===== config.mk =====
export PLATFORM = sky130hd
export DESIGN_NAME = uart_cmd_rx_flat
export DESIGN_NICKNAME = d
export VERILOG_FILES = /design/src/rtl/uart_cmd_rx_pkg.sv /design/src/rtl/uart_cmd_rx_if.sv /design/src/rtl/uart_cmd_rx_baud_tick.sv /design/src/rtl/uart_cmd_rx.sv /design/src/flat_wrapper.sv
export SDC_FILE = /design/constraint.sdc
export NUM_CORES = 1
export LEC_CHECK = 0
export CORE_AREA = 5 5 70 53
export CTS_BUF_LIST = sky130_fd_sc_hd__clkbuf_4
export CTS_CLUSTER_DIAMETER = 40
export DETAILED_ROUTE_END_ITERATION = 10
export DIE_AREA = 0 0 75 58
export PLACE_DENSITY = 0.82
export SYNTH_ARGS = -nofsm -noshare
export SYNTH_HDL_FRONTEND = slang
export SYNTH_HIERARCHICAL = 1
export SYNTH_SLANG_ARGS = --single-unit

===== constraint.sdc =====
create_clock -name i_clk -period 3.66 [get_ports i_clk]
set_input_delay 0.915 -clock i_clk [delete_from_list [all_inputs] [get_ports i_clk]]
set_output_delay 0.915 -clock i_clk [all_outputs]
set_load 0.02 [all_outputs]

===== src/rtl/uart_cmd_rx_pkg.sv =====
// Shared constants, FSM encoding and command decode for the metronome UART
// command receiver (and the planned BPM transmitter).
package metronome_uart_pkg;

  // Sample ticks per bit; the receiver samples at tick MID_SAMPLE of a bit.
  localparam int OVERSAMPLE  = 16;
  localparam int MID_SAMPLE  = 7;
  localparam int LAST_SAMPLE = OVERSAMPLE - 1;

  // ASCII command bytes accepted from the host PC.
  localparam logic [7:0] CMD_PLUS_1  = 8'h2B;  // '+'
  localparam logic [7:0] CMD_PLUS_5  = 8'h3E;  // '>'
  localparam logic [7:0] CMD_MINUS_1 = 8'h2D;  // '-'
  localparam logic [7:0] CMD_MINUS_5 = 8'h3C;  // '<'
  localparam logic [7:0] CMD_RESET_U = 8'h52;  // 'R'
  localparam logic [7:0] CMD_RESET_L = 8'h72;  // 'r'

  typedef enum logic [2:0] {
    IDLE  = 3'd0,
    START = 3'd1,
    DATA  = 3'd2,
    STOP  = 3'd3,
    BREAK = 3'd4
  } rx_state_e;

  // One flag per button-equivalent command; at most one set per byte.
  typedef struct packed {
    logic plus_1;
    logic plus_5;
    logic minus_1;
    logic minus_5;
    logic reset;
  } cmd_t;

  function automatic cmd_t decode_cmd(input logic [7:0] b);
    cmd_t c;
    c = '0;
    case (b)
      CMD_PLUS_1:                c.plus_1  = 1'b1;
      CMD_PLUS_5:                c.plus_5  = 1'b1;
      CMD_MINUS_1:               c.minus_1 = 1'b1;
      CMD_MINUS_5:               c.minus_5 = 1'b1;
      CMD_RESET_U, CMD_RESET_L:  c.reset   = 1'b1;
      default:                   c = '0;
    endcase
    return c;
  endfunction

endpackage


===== src/rtl/uart_cmd_rx_if.sv =====
// Receiver output bundle: received byte, strobes and button-style command
// pulses. The receiver drives it through the master modport.
interface uart_cmd_rx_if;
  logic [7:0] o_rx_data;
  logic       o_rx_valid;
  logic       o_frame_err;
  logic       o_btn_plus_1;
  logic       o_btn_plus_5;
  logic       o_btn_minus_1;
  logic       o_btn_minus_5;
  logic       o_btn_reset;

  modport master (
    output o_rx_data, o_rx_valid, o_frame_err,
    output o_btn_plus_1, o_btn_plus_5, o_btn_minus_1, o_btn_minus_5, o_btn_reset
  );

  modport slave (
    input o_rx_data, o_rx_valid, o_frame_err,
    input o_btn_plus_1, o_btn_plus_5, o_btn_minus_1, o_btn_minus_5, o_btn_reset
  );
endinterface


===== src/rtl/uart_cmd_rx_baud_tick.sv =====
// Oversample tick generator: counts 0..DIV-1 and pulses tick_o on the wrap.
// clr_i restarts the count so sampling can be phase-aligned to a start edge.
module uart_baud_tick #(
  parameter int DIV = 4
) (
  input  logic clk_i,
  input  logic rst_i,
  input  logic clr_i,
  output logic tick_o
);

  localparam int CNT_W = (DIV > 1) ? $clog2(DIV) : 1;

  if (DIV < 1) begin : g_bad_div
    $error("uart_baud_tick: DIV must be at least 1");
  end

  logic [CNT_W-1:0] cnt_q, cnt_d;
  logic             wrap;

  assign wrap   = (cnt_q == CNT_W'(DIV - 1));
  assign tick_o = wrap;

  // Next count: wrap to zero at DIV-1 or on an explicit clear.
  always_comb begin
    cnt_d = cnt_q + 1'b1;
    if (clr_i || wrap) cnt_d = '0;
  end

  // Counter register.
  always_ff @(posedge clk_i) begin
    if (rst_i) cnt_q <= '0;
    else       cnt_q <= cnt_d;
  end

endmodule


===== src/rtl/uart_cmd_rx.sv =====
// UART 8N1 receiver turning single ASCII command bytes into one-cycle
// button-style pulses for the metronome.
module uart_cmd_rx
  import metronome_uart_pkg::*;
#(
  parameter int CLK_FREQ_HZ = 50_000_000,
  parameter int BAUD        = 115200
) (
  input  logic          i_clk,
  input  logic          i_reset,
  input  logic          i_uart_rx,
  uart_cmd_rx_if.master rx_if
);

  localparam int DIV = CLK_FREQ_HZ / (BAUD * OVERSAMPLE);

  logic       sync1_q, sync2_q;
  logic       rx_s;
  logic       tick;
  logic       clr_tick;

  rx_state_e  state_q, state_d;
  logic [3:0] scnt_q, scnt_d;
  logic [2:0] bidx_q, bidx_d;
  logic [7:0] shift_q, shift_d;
  logic [7:0] data_q, data_d;
  logic       valid_q, valid_d;
  logic       ferr_q, ferr_d;
  cmd_t       cmd_q, cmd_d;

  assign rx_s = sync2_q;

  uart_baud_tick #(.DIV(DIV)) u_tick (
    .clk_i  (i_clk),
    .rst_i  (i_reset),
    .clr_i  (clr_tick),
    .tick_o (tick)
  );

  // Two-flop synchroniser for the asynchronous line; idles high.
  always_ff @(posedge i_clk) begin
    if (i_reset) begin
      sync1_q <= 1'b1;
      sync2_q <= 1'b1;
    end else begin
      sync1_q <= i_uart_rx;
      sync2_q <= sync1_q;
    end
  end

  // Frame FSM: start detection, mid-bit sampling, stop check and decode.
  always_comb begin
    state_d  = state_q;
    scnt_d   = scnt_q;
    bidx_d   = bidx_q;
    shift_d  = shift_q;
    data_d   = data_q;
    valid_d  = 1'b0;
    ferr_d   = 1'b0;
    cmd_d    = '0;
    clr_tick = 1'b0;

    case (state_q)
      IDLE: begin
        if (!rx_s) begin
          state_d  = START;
          scnt_d   = '0;
          clr_tick = 1'b1;
        end
      end

      START: begin
        if (tick) begin
          if (scnt_q == 4'(MID_SAMPLE)) begin
            scnt_d = '0;
            if (!rx_s) begin
              state_d = DATA;
              bidx_d  = '0;
            end else begin
              state_d = IDLE;  // too short to be a start bit
            end
          end else begin
            scnt_d = scnt_q + 4'd1;
          end
        end
      end

      DATA: begin
        if (tick) begin
          if (scnt_q == 4'(LAST_SAMPLE)) begin
            scnt_d  = '0;
            shift_d = {rx_s, shift_q[7:1]};
            if (bidx_q == 3'd7) state_d = STOP;
            else                bidx_d  = bidx_q + 3'd1;
          end else begin
            scnt_d = scnt_q + 4'd1;
          end
        end
      end

      STOP: begin
        if (tick) begin
          if (scnt_q == 4'(LAST_SAMPLE)) begin
            scnt_d = '0;
            if (rx_s) begin
              valid_d = 1'b1;
              data_d  = shift_q;
              cmd_d   = decode_cmd(shift_q);
              state_d = IDLE;  // early return allows a back-to-back start bit
            end else begin
              ferr_d  = 1'b1;
              state_d = BREAK;
            end
          end else begin
            scnt_d = scnt_q + 4'd1;
          end
        end
      end

      BREAK: begin
        if (rx_s) state_d = IDLE;  // wait out a held-low line
      end

      default: state_d = IDLE;
    endcase
  end

  // Control and output registers; a reset drops any partial frame.
  always_ff @(posedge i_clk) begin
    if (i_reset) begin
      state_q <= IDLE;
      scnt_q  <= '0;
      bidx_q  <= '0;
      data_q  <= '0;
      valid_q <= 1'b0;
      ferr_q  <= 1'b0;
      cmd_q   <= '0;
    end else begin
      state_q <= state_d;
      scnt_q  <= scnt_d;
      bidx_q  <= bidx_d;
      data_q  <= data_d;
      valid_q <= valid_d;
      ferr_q  <= ferr_d;
      cmd_q   <= cmd_d;
    end
  end

  // Shift register holds only in-flight data, so it needs no reset.
  always_ff @(posedge i_clk) begin
    shift_q <= shift_d;
  end

  assign rx_if.o_rx_data     = data_q;
  assign rx_if.o_rx_valid    = valid_q;
  assign rx_if.o_frame_err   = ferr_q;
  assign rx_if.o_btn_plus_1  = cmd_q.plus_1;
  assign rx_if.o_btn_plus_5  = cmd_q.plus_5;
  assign rx_if.o_btn_minus_1 = cmd_q.minus_1;
  assign rx_if.o_btn_minus_5 = cmd_q.minus_5;
  assign rx_if.o_btn_reset   = cmd_q.reset;

endmodule

===== src/flat_wrapper.sv =====
// flat-port wrapper written by rule: the top's interface ports become plain ports
module uart_cmd_rx_flat import metronome_uart_pkg::*;
#(
  parameter int CLK_FREQ_HZ = 50_000_000,
  parameter int BAUD        = 115200
)
  (i_clk, i_reset, i_uart_rx, rx_if_o_rx_data, rx_if_o_rx_valid, rx_if_o_frame_err, rx_if_o_btn_plus_1, rx_if_o_btn_plus_5, rx_if_o_btn_minus_1, rx_if_o_btn_minus_5, rx_if_o_btn_reset);
  uart_cmd_rx_if rx_if_i ();
  input  logic i_clk;
  input  logic i_reset;
  input  logic i_uart_rx;
  output wire logic [$bits(rx_if_i.o_rx_data)-1:0] rx_if_o_rx_data;
  output wire logic [$bits(rx_if_i.o_rx_valid)-1:0] rx_if_o_rx_valid;
  output wire logic [$bits(rx_if_i.o_frame_err)-1:0] rx_if_o_frame_err;
  output wire logic [$bits(rx_if_i.o_btn_plus_1)-1:0] rx_if_o_btn_plus_1;
  output wire logic [$bits(rx_if_i.o_btn_plus_5)-1:0] rx_if_o_btn_plus_5;
  output wire logic [$bits(rx_if_i.o_btn_minus_1)-1:0] rx_if_o_btn_minus_1;
  output wire logic [$bits(rx_if_i.o_btn_minus_5)-1:0] rx_if_o_btn_minus_5;
  output wire logic [$bits(rx_if_i.o_btn_reset)-1:0] rx_if_o_btn_reset;
  assign rx_if_o_rx_data = rx_if_i.o_rx_data;
  assign rx_if_o_rx_valid = rx_if_i.o_rx_valid;
  assign rx_if_o_frame_err = rx_if_i.o_frame_err;
  assign rx_if_o_btn_plus_1 = rx_if_i.o_btn_plus_1;
  assign rx_if_o_btn_plus_5 = rx_if_i.o_btn_plus_5;
  assign rx_if_o_btn_minus_1 = rx_if_i.o_btn_minus_1;
  assign rx_if_o_btn_minus_5 = rx_if_i.o_btn_minus_5;
  assign rx_if_o_btn_reset = rx_if_i.o_btn_reset;
  uart_cmd_rx #(.CLK_FREQ_HZ(CLK_FREQ_HZ), .BAUD(BAUD)) u_core (.i_clk(i_clk), .i_reset(i_reset), .i_uart_rx(i_uart_rx), .rx_if(rx_if_i));
endmodule

==> results by group, run 1 <==
Worst setup path
  • Setup Crit Path Kind: flop to flop
  • Worst setup path startpoint: u_core/u_tick/cnt_q[0]$_SDFF_PP0_
  • Critical Path End Type: flop
  • Crit-path cells: inv_1 > ha_1 > and4b_1 > and4b_4 > nand2_1 > nor2_1
  • R2R Setup Slk: 1390 ps
  • FF-to-FF End: u_core/shift_q[0]$_DFFE_PP_
  • R2r worst-path depth: 6
  • Max stage delay on crit path: approximately 510 ps
  • Worst Path Required: about 3700 ps
  • CP max FO: 10
  • Critical path's slowest cell: nor2_1
  • CP Data Arrival Time: between 2000 and 2500 ps
  • Reg-to-Reg Start: u_core/u_tick/cnt_q[0]$_SDFF_PP0_
  • CP Launch Type: flop
  • Critical Path Sink: u_core/shift_q[0]$_DFFE_PP_

Synth
  • Ys Warns: 6
  • Synthesized-area fraction occupied by adder cells: 0.0365
  • Post-synth EDFFs: 8
  • Mean Syn Cell Area: roughly 11 sq um
  • Synth Area in Compound Gates: 0.0526
  • Post-synthesis async set-or-reset flop share: 0
  • Register bit total from synthesis: 40
  • Mux contribution to synthesized area: 0.0701
  • Synth Area in XOR/XNOR: 0.0204
  • Top area cells in the synthesized netlist: dfxtp_1 37%, edfxtp_1 14%, mux2i_1 7.0%
  • Area share of the largest cell type after synthesis: 0.374
  • Dominant cell type by area after synthesis: dfxtp_1
  • Main combinational cell family by area after synthesis: simple AND/OR/NAND/NOR gates
  • Unique masters post-synth: 43
  • Syn Inst Count: around 160
  • Simple-Gate Fraction of Synth Area: 0.277
  • Most common cell in the synthesized netlist: dfxtp_1
  • Sequential area share after synthesis: 0.514
  • Mapped Nets: ~170
  • Top_reg_cell synth: dfxtp_1
  • Synth top cells by count: 32 x dfxtp_1, 20 x nor2_1, 12 x mux2i_1, 8 x edfxtp_1, 8 x nand2_1
  • Mapped Area: approximately 1700 sq um

Global routing
  • GRT Residual Overflow: 0
  • Number of global-route vias before repair: 1,213
  • Initial antenna violation count: 0
  • Largest net degree at the start of global routing: 16
  • First-pass GRT wire length: 5620 um
  • GRT Util Overall: 0.175

Power
  • Sw Ratio: 0.176
  • Switch Pwr: ~0.16 mW
  • Leak: 0.801 nW
  • Pwr dens: between 400 and 500 nW/um^2
  • Share of power burned in combinational logic: 0.024
  • Internal power: approximately 0.74 mW
  • Clk network pwr share: 0.468
  • Sequential power share: 0.508
  • Maximum vdd drop: ~250 uV

Cells and area
  • Antenna diodes: 0
  • P&R area growth vs syn: 18.2%
  • FILL cells: around 220
  • Final Non-Filler Cells: 216
  • Nets: approximately 190
  • Final core occ: 0.676
  • Share of cells above drive strength 1: 0.124

Flow run
  • MaxCap Viol Count: 0

Status
  • Status: finished clean

STA
  • Least-Margin Pin Slew: roughly 640 ps
  • Period Utilization, post-route: 0.620
  • Setup TNS: 0 ps
  • Tmin final: approximately 2300 ps
  • Setup WS post-layout: approximately 1400 ps
  • Rel. slew slack: 0.573
  • Worst Skew: ~14 ps
  • Max-slew violation count: 0
  • Final Hold Violating Endpoints: 0
  • # setup viols final: 0
  • RSZ-0062 raised after global routing: false
  • Hold WS: between 400 and 500 ps
  • Max frequency: roughly 440 MHz

Hold path
  • Hold crit path type: flop to flop

Floorplanning
  • Vert. Die Dim: a little under 60 um
  • Initial Utilization: 0.572
  • Top Ports: 18
  • # rows: 17
  • Die Wd: between 70 and 80 um
  • Die area: about 4400 sq um
  • Core Footprint: around 3000 sq um

Clock network
  • Num Clock Sinks: 40
  • CTS Buf Count: 5
  • CTS clk-pin slew, worst paths: approximately 110 ps
  • Post-CTS setup buffer count: 0
  • Post-cts repair resize count: 0
  • Longest Clk Path Bufs: 2
  • H-tree levels: 2
  • Worst skew pair latency: 350 ps
  • CTS tree: built
  • Clock root buffer: clkbuf_4
  • Hold Buf Count CTS: 0

Route
  • WL/cell: 15.6 um
  • Antenna viol nets, final: 0
  • Via count: 1,208
  • Residual DRC count: 0
  • Initial DRC count: 86
  • Vias/cell: 5.59
  • Post-detailed-routing wire length: about 3400 um
  • 1st-pass router iterations: 4

Placed design
  • Dpl hpwl: ~2400 um
  • Port bufs: 17
  • Final GP Congestion: a little under 0.8
  • DP Worst Slack: around 1100 ps
  • Dpl cells: between 200 and 250
[through the flow]
step / power, mW / cell area [sq um]
3_5_place_dp: 0.490 / 1900
6_report: 0.903 / 2030
2_1_floorplan: 0.483 / 1710
4_1_cts: 0.910 / 2030
5_1_grt: 0.934 / 2030
3_3_place_gp: 0.488 / 1900
[cell families (layout without fill, tap and decap cells)]
family                   count (synthesis)  count (layout)
flip-flops                              40              40
XOR/XNOR                                 4               4
multiplexers                            12              12
AO/OA/AOI/OAI                           14              14
buffers and inverters                   10              29
AND/OR/NAND/NOR                         74              74
adder cells (fa/ha/maj)                  5               5
[sequential cells by signal (all words and copies together) (netlist names), 3 cells and up]
register / count
u_core/bidx_q: 3
u_core/rx_if.o_rx_data: 8
u_core/scnt_q: 4
u_core/shift_q: 8
u_core/state_q: 3
u_core/u_tick/cnt_q: 5
[layout make-up]
| cell class | instances | area, sq um | share of cell area |
|---|---|---|---|
| sequential | 40 | 881 | 0.435 |
| multi-input combinational | 109 | 782 | 0.386 |
| timing repair buffer | 18 | 178 | 0.0877 |
| clock inverter | 3 | 90.1 | 0.0444 |
| tap | 38 | 47.5 | 0.0235 |
| clock buffer | 5 | 37.5 | 0.0185 |
| inverter | 3 | 11.3 | 0.00556 |
[placed cells by master (no fill, tap or decap), types with 2 or more instances in the layout]
cell type and n:
a311oi_1 2, a21oi_1 4, mux2i_1 12, clkbuf_4 5, nor2_1 20, nand3_2 2
nor4_1 3, a21o_1 2, ha_1 5, inv_1 3, edfxtp_1 8, nand2b_1 5
nor4b_1 2, nand2_1 8, and3_1 4, and2_1 3, nand3b_1 4, dfxtp_1 32
clkdlybuf4s50_1 17, nand3_1 4, bufinv_16 3, o21ai_0 3, nor3_1 3, xnor2_1 2
xor2_1 2, or2_2 2
[how the worst min path moves through the flow]
stage                                    startpoint                     end  slack [ps]  cells past startpoint
after floorplan           u_core/sync1_q$_SDFF_PP1_  u_core/rx_s$_SDFF_PP1_         390                      1
after global placement    u_core/sync1_q$_SDFF_PP1_  u_core/rx_s$_SDFF_PP1_         390                      1
after detailed placement  u_core/sync1_q$_SDFF_PP1_  u_core/rx_s$_SDFF_PP1_         390                      1
after CTS                 u_core/sync1_q$_SDFF_PP1_  u_core/rx_s$_SDFF_PP1_         420                      1
after global routing      u_core/sync1_q$_SDFF_PP1_  u_core/rx_s$_SDFF_PP1_         450                      1
final                     u_core/sync1_q$_SDFF_PP1_  u_core/rx_s$_SDFF_PP1_         420                      1
[per-layer routing]
layer	track usage	up-vias	wire length, um
met5	0	-	0
met4	0.0914	0	57
met3	0.0503	6	177
met2	0.257	35	1630
met1	0.232	563	1510
li1	-	604	-
[power by group through the flow]
stage	registers [mW]	logic, mW	clock network (mW)
global route	0.460	0.0246	0.450
global placement	0.468	0.0203	0
finish	0.458	0.0215	0.423
detailed placement	0.468	0.0215	0
floorplan	0.465	0.0185	0
CTS	0.458	0.0217	0.430
[critical path, delay by kind of cell, from the launching register on]
| kind | cells | cell delay (ps) |
|---|---|---|
| flops | 1 | 350 |
| buf+inv | 1 | 60 |
| fa+ha+maj | 1 | 140 |
| simple gates | 4 | 1360 |
Note: power is estimated with default switching activity, not from simulation.
==> run 2: changes to the inputs <==
--- a/config.mk
+++ b/config.mk
@@ -5,12 +5,12 @@
 export SDC_FILE = /design/constraint.sdc
 export NUM_CORES = 1
 export LEC_CHECK = 0
-export CORE_AREA = 5 5 70 53
+export CORE_AREA = 5 5 75 57
 export CTS_BUF_LIST = sky130_fd_sc_hd__clkbuf_4
 export CTS_CLUSTER_DIAMETER = 40
 export DETAILED_ROUTE_END_ITERATION = 10
-export DIE_AREA = 0 0 75 58
-export PLACE_DENSITY = 0.82
+export DIE_AREA = 0 0 80 62
+export PLACE_DENSITY = 0.75
 export SYNTH_ARGS = -nofsm -noshare
 export SYNTH_HDL_FRONTEND = slang
 export SYNTH_HIERARCHICAL = 1
==> constraint.sdc (replaced) <==
create_clock -name i_clk -period 2.05 [get_ports i_clk]
set_input_delay 0.5125 -clock i_clk [delete_from_list [all_inputs] [get_ports i_clk]]
set_output_delay 0.5125 -clock i_clk [all_outputs]
set_load 0.02 [all_outputs]
==> run 2 against run 1 <==
  * Setup slack lost 1200 ps
  * Clock power is 19% higher
  * Die area is 14% higher
  * Flip-flop and latch count unchanged
  * Combinational power is 84% higher
  * Final cell count is 6.5% higher
  * Non-clock buffer count is 2 higher
  * Global-route usage is 2.0 points lower
  * Total power rose by 51%
  * First-iteration DRC count shrank 8.1%
==> results by group, run 2 (same netlist as run 1, synthesis figures left out) <==
Hold path
  • Hold path depth: 1 (unchanged)
  • Hold crit path type: flop to flop (unchanged)

STA
  • Max frequency: 529 MHz (was 441 MHz)
  • Setup TNS: 0 ps (unchanged)
  • Max-slew violation count: 0 (unchanged)
  • Rel. slew slack: 0.595 (was 0.573)
  • RSZ-0062 raised after global routing: false (unchanged)
  • Worst Skew: 10.4 ps (was 14.0 ps)
  • Least-Margin Pin Slew: 601 ps (was 639 ps)
  • # setup viols final: 0 (unchanged)
  • Final Hold Violating Endpoints: 0 (unchanged)
  • Tmin final: 1890 ps (was 2270 ps)
  • Hold WS: 420 ps (was 421 ps)
  • Setup WS post-layout: 160 ps (was 1390 ps)
  • Period Utilization, post-route: 0.922 (was 0.620)

Route
  • Residual DRC count: 0 (unchanged)
  • WL/cell: 14.1 um (was 15.6 um)
  • Initial DRC count: 79 (was 86)
  • Post-detailed-routing wire length: 3250 um (was 3370 um)
  • Via count: 1,219 (was 1,208)
  • Antenna viol nets, final: 0 (unchanged)
  • 1st-pass router iterations: 4 (unchanged)
  • Vias/cell: 5.30 (was 5.59)

Power
  • Pwr dens: 678 nW/um^2 (was 445 nW/um^2)
  • Maximum vdd drop: 374 uV (was 254 uV)
  • Leak: 0.789 nW (was 0.801 nW)

Worst setup path
  • FF-to-FF End: u_core/shift_q[7]$_DFFE_PP_ (was u_core/shift_q[0]$_DFFE_PP_)
  • CP Launch Type: flop (unchanged)
  • Critical Path Sink: u_core/shift_q[7]$_DFFE_PP_ (was u_core/shift_q[0]$_DFFE_PP_)
  • Worst Path Required: 2110 ps (was 3650 ps)
  • Reg-to-Reg Start: u_core/u_tick/cnt_q[0]$_SDFF_PP0_ (unchanged)
  • CP max FO: 10 (unchanged)
  • Worst setup path startpoint: u_core/u_tick/cnt_q[0]$_SDFF_PP0_ (unchanged)
  • R2r worst-path depth: 7 (was 6)
  • Setup Crit Path Kind: flop to flop (unchanged)
  • Critical Path End Type: flop (unchanged)
  • R2R Setup Slk: 160 ps (was 1390 ps)
  • CP Data Arrival Time: 1950 ps (was 2260 ps)

Placed design
  • Placed inst area: 1930 sq um (was 1900 sq um)
  • Final GP Congestion: 0.748 (was 0.781)
  • DP Worst Slack: 114 ps (was 1090 ps)
  • Dpl hpwl: 2270 um (was 2390 um)
  • Port bufs: 17 (unchanged)

Flow run
  • MaxCap Viol Count: 0 (unchanged)

Cells and area
  • Area taken by multi-input logic gates: 783 sq um (was 782 sq um)
  • Most common cell after layout, fill and taps aside: dfxtp_1 (unchanged)
  • Share of cells above drive strength 1: 0.133 (was 0.124)
  • Most frequent cells in the layout: 32 x dfxtp_1, 20 x nor2_1, 17 x clkdlybuf4s50_1 (unchanged)
  • Nets: 187 (was 185)
  • Antenna diodes: 0 (unchanged)
  • P&R area growth vs syn: 17.3% (was 18.2%)
  • Cell area after layout: 2010 sq um (was 2030 sq um)
  • FILL cells: 299 (was 218)
  • Final core occ: 0.587 (was 0.676)
  • Register area: 881 sq um (unchanged)

Global routing
  • First-pass GRT wire length: 5820 um (was 5620 um)
  • Number of global-route vias before repair: 1,231 (was 1,213)
  • GRT Util Overall: 0.155 (was 0.175)
  • GRT Residual Overflow: 0 (unchanged)
  • Largest net degree at the start of global routing: 24 (was 16)
  • Initial antenna violation count: 0 (unchanged)

Clock network
  • CTS tree: built (unchanged)
  • Worst skew pair latency: 340 ps (was 350 ps)
  • Clock root buffer: clkbuf_4 (unchanged)
  • Hold Buf Count CTS: 0 (unchanged)
  • Num Clock Sinks: 40 (unchanged)
  • CTS clk-pin slew, worst paths: 110 ps (about the same)
  • Longest Clk Path Bufs: 2 (unchanged)
  • CTS Buf Count: 5 (unchanged)
  • H-tree levels: 2 (unchanged)

Floorplanning
  • Core Footprint: 3420 sq um (was 3000 sq um)
  • Vert. Die Dim: 62 um (was 58 um)
  • Die Wd: 80 um (was 75 um)
  • # rows: 18 (was 17)
  • Initial Utilization: 0.501 (was 0.572)
  • Die area: 4960 sq um (was 4350 sq um)
  • Top Ports: 18 (unchanged)

Status
  • Status: finished clean (unchanged)
-- run 2: per-layer routing --
metal  vias up  GRT usage  part of all wire  wire length (um)
met5         -          0                 0                 0
met4         0     0.0675            0.0089                29
met3         4     0.0389             0.034               110
met2        21      0.256              0.48              1550
met1       590      0.196              0.48              1560
li1        604          -                 -                 -
-- run 2: cell type report --
type                            count  area share
Inverter                            3     0.00560
Clock inverter                      3      0.0212
Clock buffer                        5      0.0187
Multi-Input combinational cell    109       0.390
Timing Repair Buffer               20      0.0958
Tap cell                           50      0.0311
Sequential cell                    40       0.438
-- run 2: worst max-delay path, stage by stage (launching register included) --
cell and delay, ps:
dfxtp_1 360, inv_1 60, ha_1 140, and4b_2 340, and4b_4 310, nand2_1 100, nor2_1 120, buf_4 180
-- run 2: worst min path at each step --
stage,slack (ps),to,startpoint
floorplan,390,u_core/rx_s$_SDFF_PP1_,u_core/sync1_q$_SDFF_PP1_
global placement,390,u_core/rx_s$_SDFF_PP1_,u_core/sync1_q$_SDFF_PP1_
detailed placement,390,u_core/rx_s$_SDFF_PP1_,u_core/sync1_q$_SDFF_PP1_
CTS,420,u_core/rx_s$_SDFF_PP1_,u_core/sync1_q$_SDFF_PP1_
global route,440,u_core/rx_s$_SDFF_PP1_,u_core/sync1_q$_SDFF_PP1_
finish,420,u_core/rx_s$_SDFF_PP1_,u_core/sync1_q$_SDFF_PP1_
-- run 2: power by group --
part / internal (mW) / switching (mW) / total (mW)
sequential: 0.807 / 0.0124 / 0.819
combinational: 0.0192 / 0.0204 / 0.0396
clock: 0.255 / 0.249 / 0.504
total: 1.08 / 0.282 / 1.36
-- run 2: per-stage QoR --
| stage | total power [mW] | cells |
|---|---|---|
| CTS | 1.38 | 230 |
| detailed placement | 0.876 | 222 |
| global route | 1.44 | 230 |
| finish | 1.36 | 230 |
| floorplan | 0.863 | 159 |
| global placement | 0.872 | 222 |
-- run 2: what timing repair did --
action,in CTS,in global routing
gates resized for setup,0,1
setup buffers,0,0
hold endpoints to repair,0,0
endpoints found under the setup margin,0,4
==> run 3: changes to the inputs <==
--- a/config.mk
+++ b/config.mk
@@ -10,8 +10,10 @@
 export CTS_CLUSTER_DIAMETER = 40
 export DETAILED_ROUTE_END_ITERATION = 10
 export DIE_AREA = 0 0 80 62
+export MAX_ROUTING_LAYER = met4
 export PLACE_DENSITY = 0.75
 export SYNTH_ARGS = -nofsm -noshare
 export SYNTH_HDL_FRONTEND = slang
 export SYNTH_HIERARCHICAL = 1
 export SYNTH_SLANG_ARGS = --single-unit
+export TNS_END_PERCENT = 100
==> run 3 against run 2 <==
  * Flip-flop and latch count did not move
  * Total power barely moved
  * Combinational power is essentially flat
  * Highest routed layer unchanged
  * Die area unchanged
  * Global-route usage rose by 0.41 points
  * Via count is 0.57% higher
  * Routed wire length hardly changed
  * Worst hold slack barely moved
  * Core utilization is the same
  * Sequential share of layout area is the same
  * Critical path depth unchanged
  * Clock skew about the same
==> results by group, run 3 (same netlist as run 1, synthesis figures left out) <==
Worst setup path
  • Critical Path End Type: flop (unchanged)
  • Critical path's slowest cell: dfxtp_1 (unchanged)
  • Max stage delay on crit path: 360 ps (about the same)
  • Crit-path cells: inv_1 > ha_1 > and4b_2 > and4b_4 > nand2_1 > nor2_1 > buf_4 (unchanged)
  • Worst Path Required: 2110 ps (about the same)
  • Largest delay share family, worst path: simple AND/OR/NAND/NOR gates (unchanged)
  • Setup Crit Path Kind: flop to flop (unchanged)
  • Buf/Inv on CP: 2 (unchanged)
  • CP Launch Type: flop (unchanged)
  • CP Data Arrival Time: 1950 ps (about the same)
  • CP max FO: 10 (unchanged)

Cells and area
  • FILL cells: 299 (unchanged)
  • Most frequent cells in the layout: 32 x dfxtp_1, 20 x nor2_1, 17 x clkdlybuf4s50_1 (unchanged)
  • P&R area growth vs syn: 17.3% (unchanged)
  • Final Non-Filler Cells: 230 (unchanged)
  • Area taken by multi-input logic gates: 783 sq um (unchanged)
  • Share of cells above drive strength 1: 0.133 (unchanged)
  • Register area: 881 sq um (unchanged)
  • Antenna diodes: 0 (unchanged)
  • Nets: 187 (unchanged)
  • Most common cell after layout, fill and taps aside: dfxtp_1 (unchanged)

STA
  • Final Hold Violating Endpoints: 0 (unchanged)
  • Tmin final: 1890 ps (about the same)
  • # setup viols final: 0 (unchanged)
  • Period Utilization, post-route: 0.922 (about the same)
  • Max-slew violation count: 0 (unchanged)
  • Setup TNS: 0 ps (unchanged)
  • Worst Skew: 10.2 ps (was 10.4 ps)
  • RSZ-0062 raised after global routing: false (unchanged)
  • Rel. slew slack: 0.595 (unchanged)
  • Max frequency: 529 MHz (about the same)
  • Least-Margin Pin Slew: 601 ps (about the same)

Floorplanning
  • Vert. Die Dim: 62 um (unchanged)
  • Die Wd: 80 um (unchanged)
  • Die area: 4960 sq um (unchanged)
  • # rows: 18 (unchanged)
  • Core Footprint: 3420 sq um (unchanged)
  • Initial Utilization: 0.501 (unchanged)
  • Top Ports: 18 (unchanged)

Power
  • Sequential power share: 0.601 (about the same)
  • Leak: 0.789 nW (unchanged)
  • Sw Ratio: 0.207 (about the same)
  • Switch Pwr: 0.281 mW (was 0.282 mW)
  • Clk network pwr share: 0.370 (about the same)
  • Internal power: 1.08 mW (about the same)
  • Share of power burned in combinational logic: 0.029 (about the same)
  • Maximum vdd drop: 374 uV (about the same)
  • Pwr dens: 677 nW/um^2 (was 678 nW/um^2)

Hold path
  • Hold crit path type: flop to flop (unchanged)

Route
  • Residual DRC count: 0 (unchanged)
  • Via count: 1,226 (was 1,219)
  • Met1 Routed Length: 1550 um (was 1560 um)
  • Initial DRC count: 68 (was 79)
  • Met3 wire length: 114 um (was 110 um)
  • Post-detailed-routing wire length: 3250 um (about the same)
  • Vias/cell: 5.33 (was 5.30)
  • WL/cell: 14.1 um (about the same)
  • Antenna viol nets, final: 0 (unchanged)
  • Wire length on met2: 1560 um (was 1550 um)
  • Top Layer Used: met4 (unchanged)
  • 1st-pass router iterations: 4 (unchanged)

Placed design
  • Final GP Congestion: 0.758 (was 0.748)
  • Dpl hpwl: 2270 um (unchanged)
  • Dpl cells: 222 (unchanged)
  • Port bufs: 17 (unchanged)

Clock network
  • CTS tree: built (unchanged)
  • CTS Buf Count: 5 (unchanged)
  • Hold Buf Count CTS: 0 (unchanged)
  • Post-CTS setup buffer count: 0 (unchanged)
  • H-tree levels: 2 (unchanged)
  • Longest Clk Path Bufs: 2 (unchanged)
  • CTS clk-pin slew, worst paths: 110 ps (about the same)
  • Clock root buffer: clkbuf_4 (unchanged)
  • Worst skew pair latency: 340 ps (about the same)
  • Num Clock Sinks: 40 (unchanged)

Flow run
  • MaxCap Viol Count: 0 (unchanged)

Global routing
  • GRT Util Overall: 0.159 (was 0.155)
  • Largest net degree at the start of global routing: 24 (unchanged)
  • Initial antenna violation count: 0 (unchanged)
  • GRT Residual Overflow: 0 (unchanged)
  • Number of global-route vias before repair: 1,235 (was 1,231)
  • First-pass GRT wire length: 5810 um (was 5820 um)

Status
  • Status: finished clean (unchanged)
run 3: per-layer routing:
| layer | vias up | track usage |
|---|---|---|
| li1 | 604 | - |
| met1 | 596 | 0.196 |
| met2 | 24 | 0.256 |
| met3 | 2 | 0.0346 |
| met4 | 0 | 0.0675 |
| met5 | - | - |
run 3: final cells by class:
class / count / area share
Tap cell: 50 / 0.0311
Sequential cell: 40 / 0.438
Inverter: 3 / 0.00560
Timing Repair Buffer: 20 / 0.0958
Clock buffer: 5 / 0.0187
Multi-Input combinational cell: 109 / 0.390
Clock inverter: 3 / 0.0212
run 3: power by group through the flow:
stage	Combinational [mW]	Clock [mW]	Sequential, mW
floorplan	0.0330	0	0.830
global placement	0.0363	0	0.835
detailed placement	0.0395	0	0.837
CTS	0.0398	0.519	0.819
global route	0.0445	0.568	0.821
finish	0.0396	0.503	0.819
run 3: worst reg2reg max path, stage by stage, from the launching register on:
cell and delay [ps]:
dfxtp_1 360, inv_1 60, ha_1 140, and4b_2 340, and4b_4 310, nand2_1 100, nor2_1 120, buf_4 180
run 3: final timing paths:
check | startpoint | endpoint | slack [ps] | depth (start not counted)
setup reg to reg | u_core/u_tick/cnt_q[0]$_SDFF_PP0_ | u_core/shift_q[7]$_DFFE_PP_ | 160 | 7
hold / removal | u_core/sync1_q$_SDFF_PP1_ | u_core/rx_s$_SDFF_PP1_ | 420 | 1
hold reg to reg | u_core/sync1_q$_SDFF_PP1_ | u_core/rx_s$_SDFF_PP1_ | 420 | 1
setup / recovery | u_core/u_tick/cnt_q[0]$_SDFF_PP0_ | u_core/shift_q[7]$_DFFE_PP_ | 160 | 7
run 3: through the flow:
step	hold slack (ps)	instance area (sq um)	power, mW	util	setup slack, ps
after CTS	420	2010	1.38	0.587	101
after global routing	439	2010	1.43	0.587	78.0
after detailed placement	393	1930	0.876	0.564	114
after global placement	392	1930	0.872	0.564	206
final	420	2010	1.36	0.587	161
after floorplan	389	1710	0.863	-	99.3
run 3: repair_timing:
item,CTS,global route
endpoints found under the setup margin,0,4
resized for setup,0,1
hold endpoints to repair,0,0
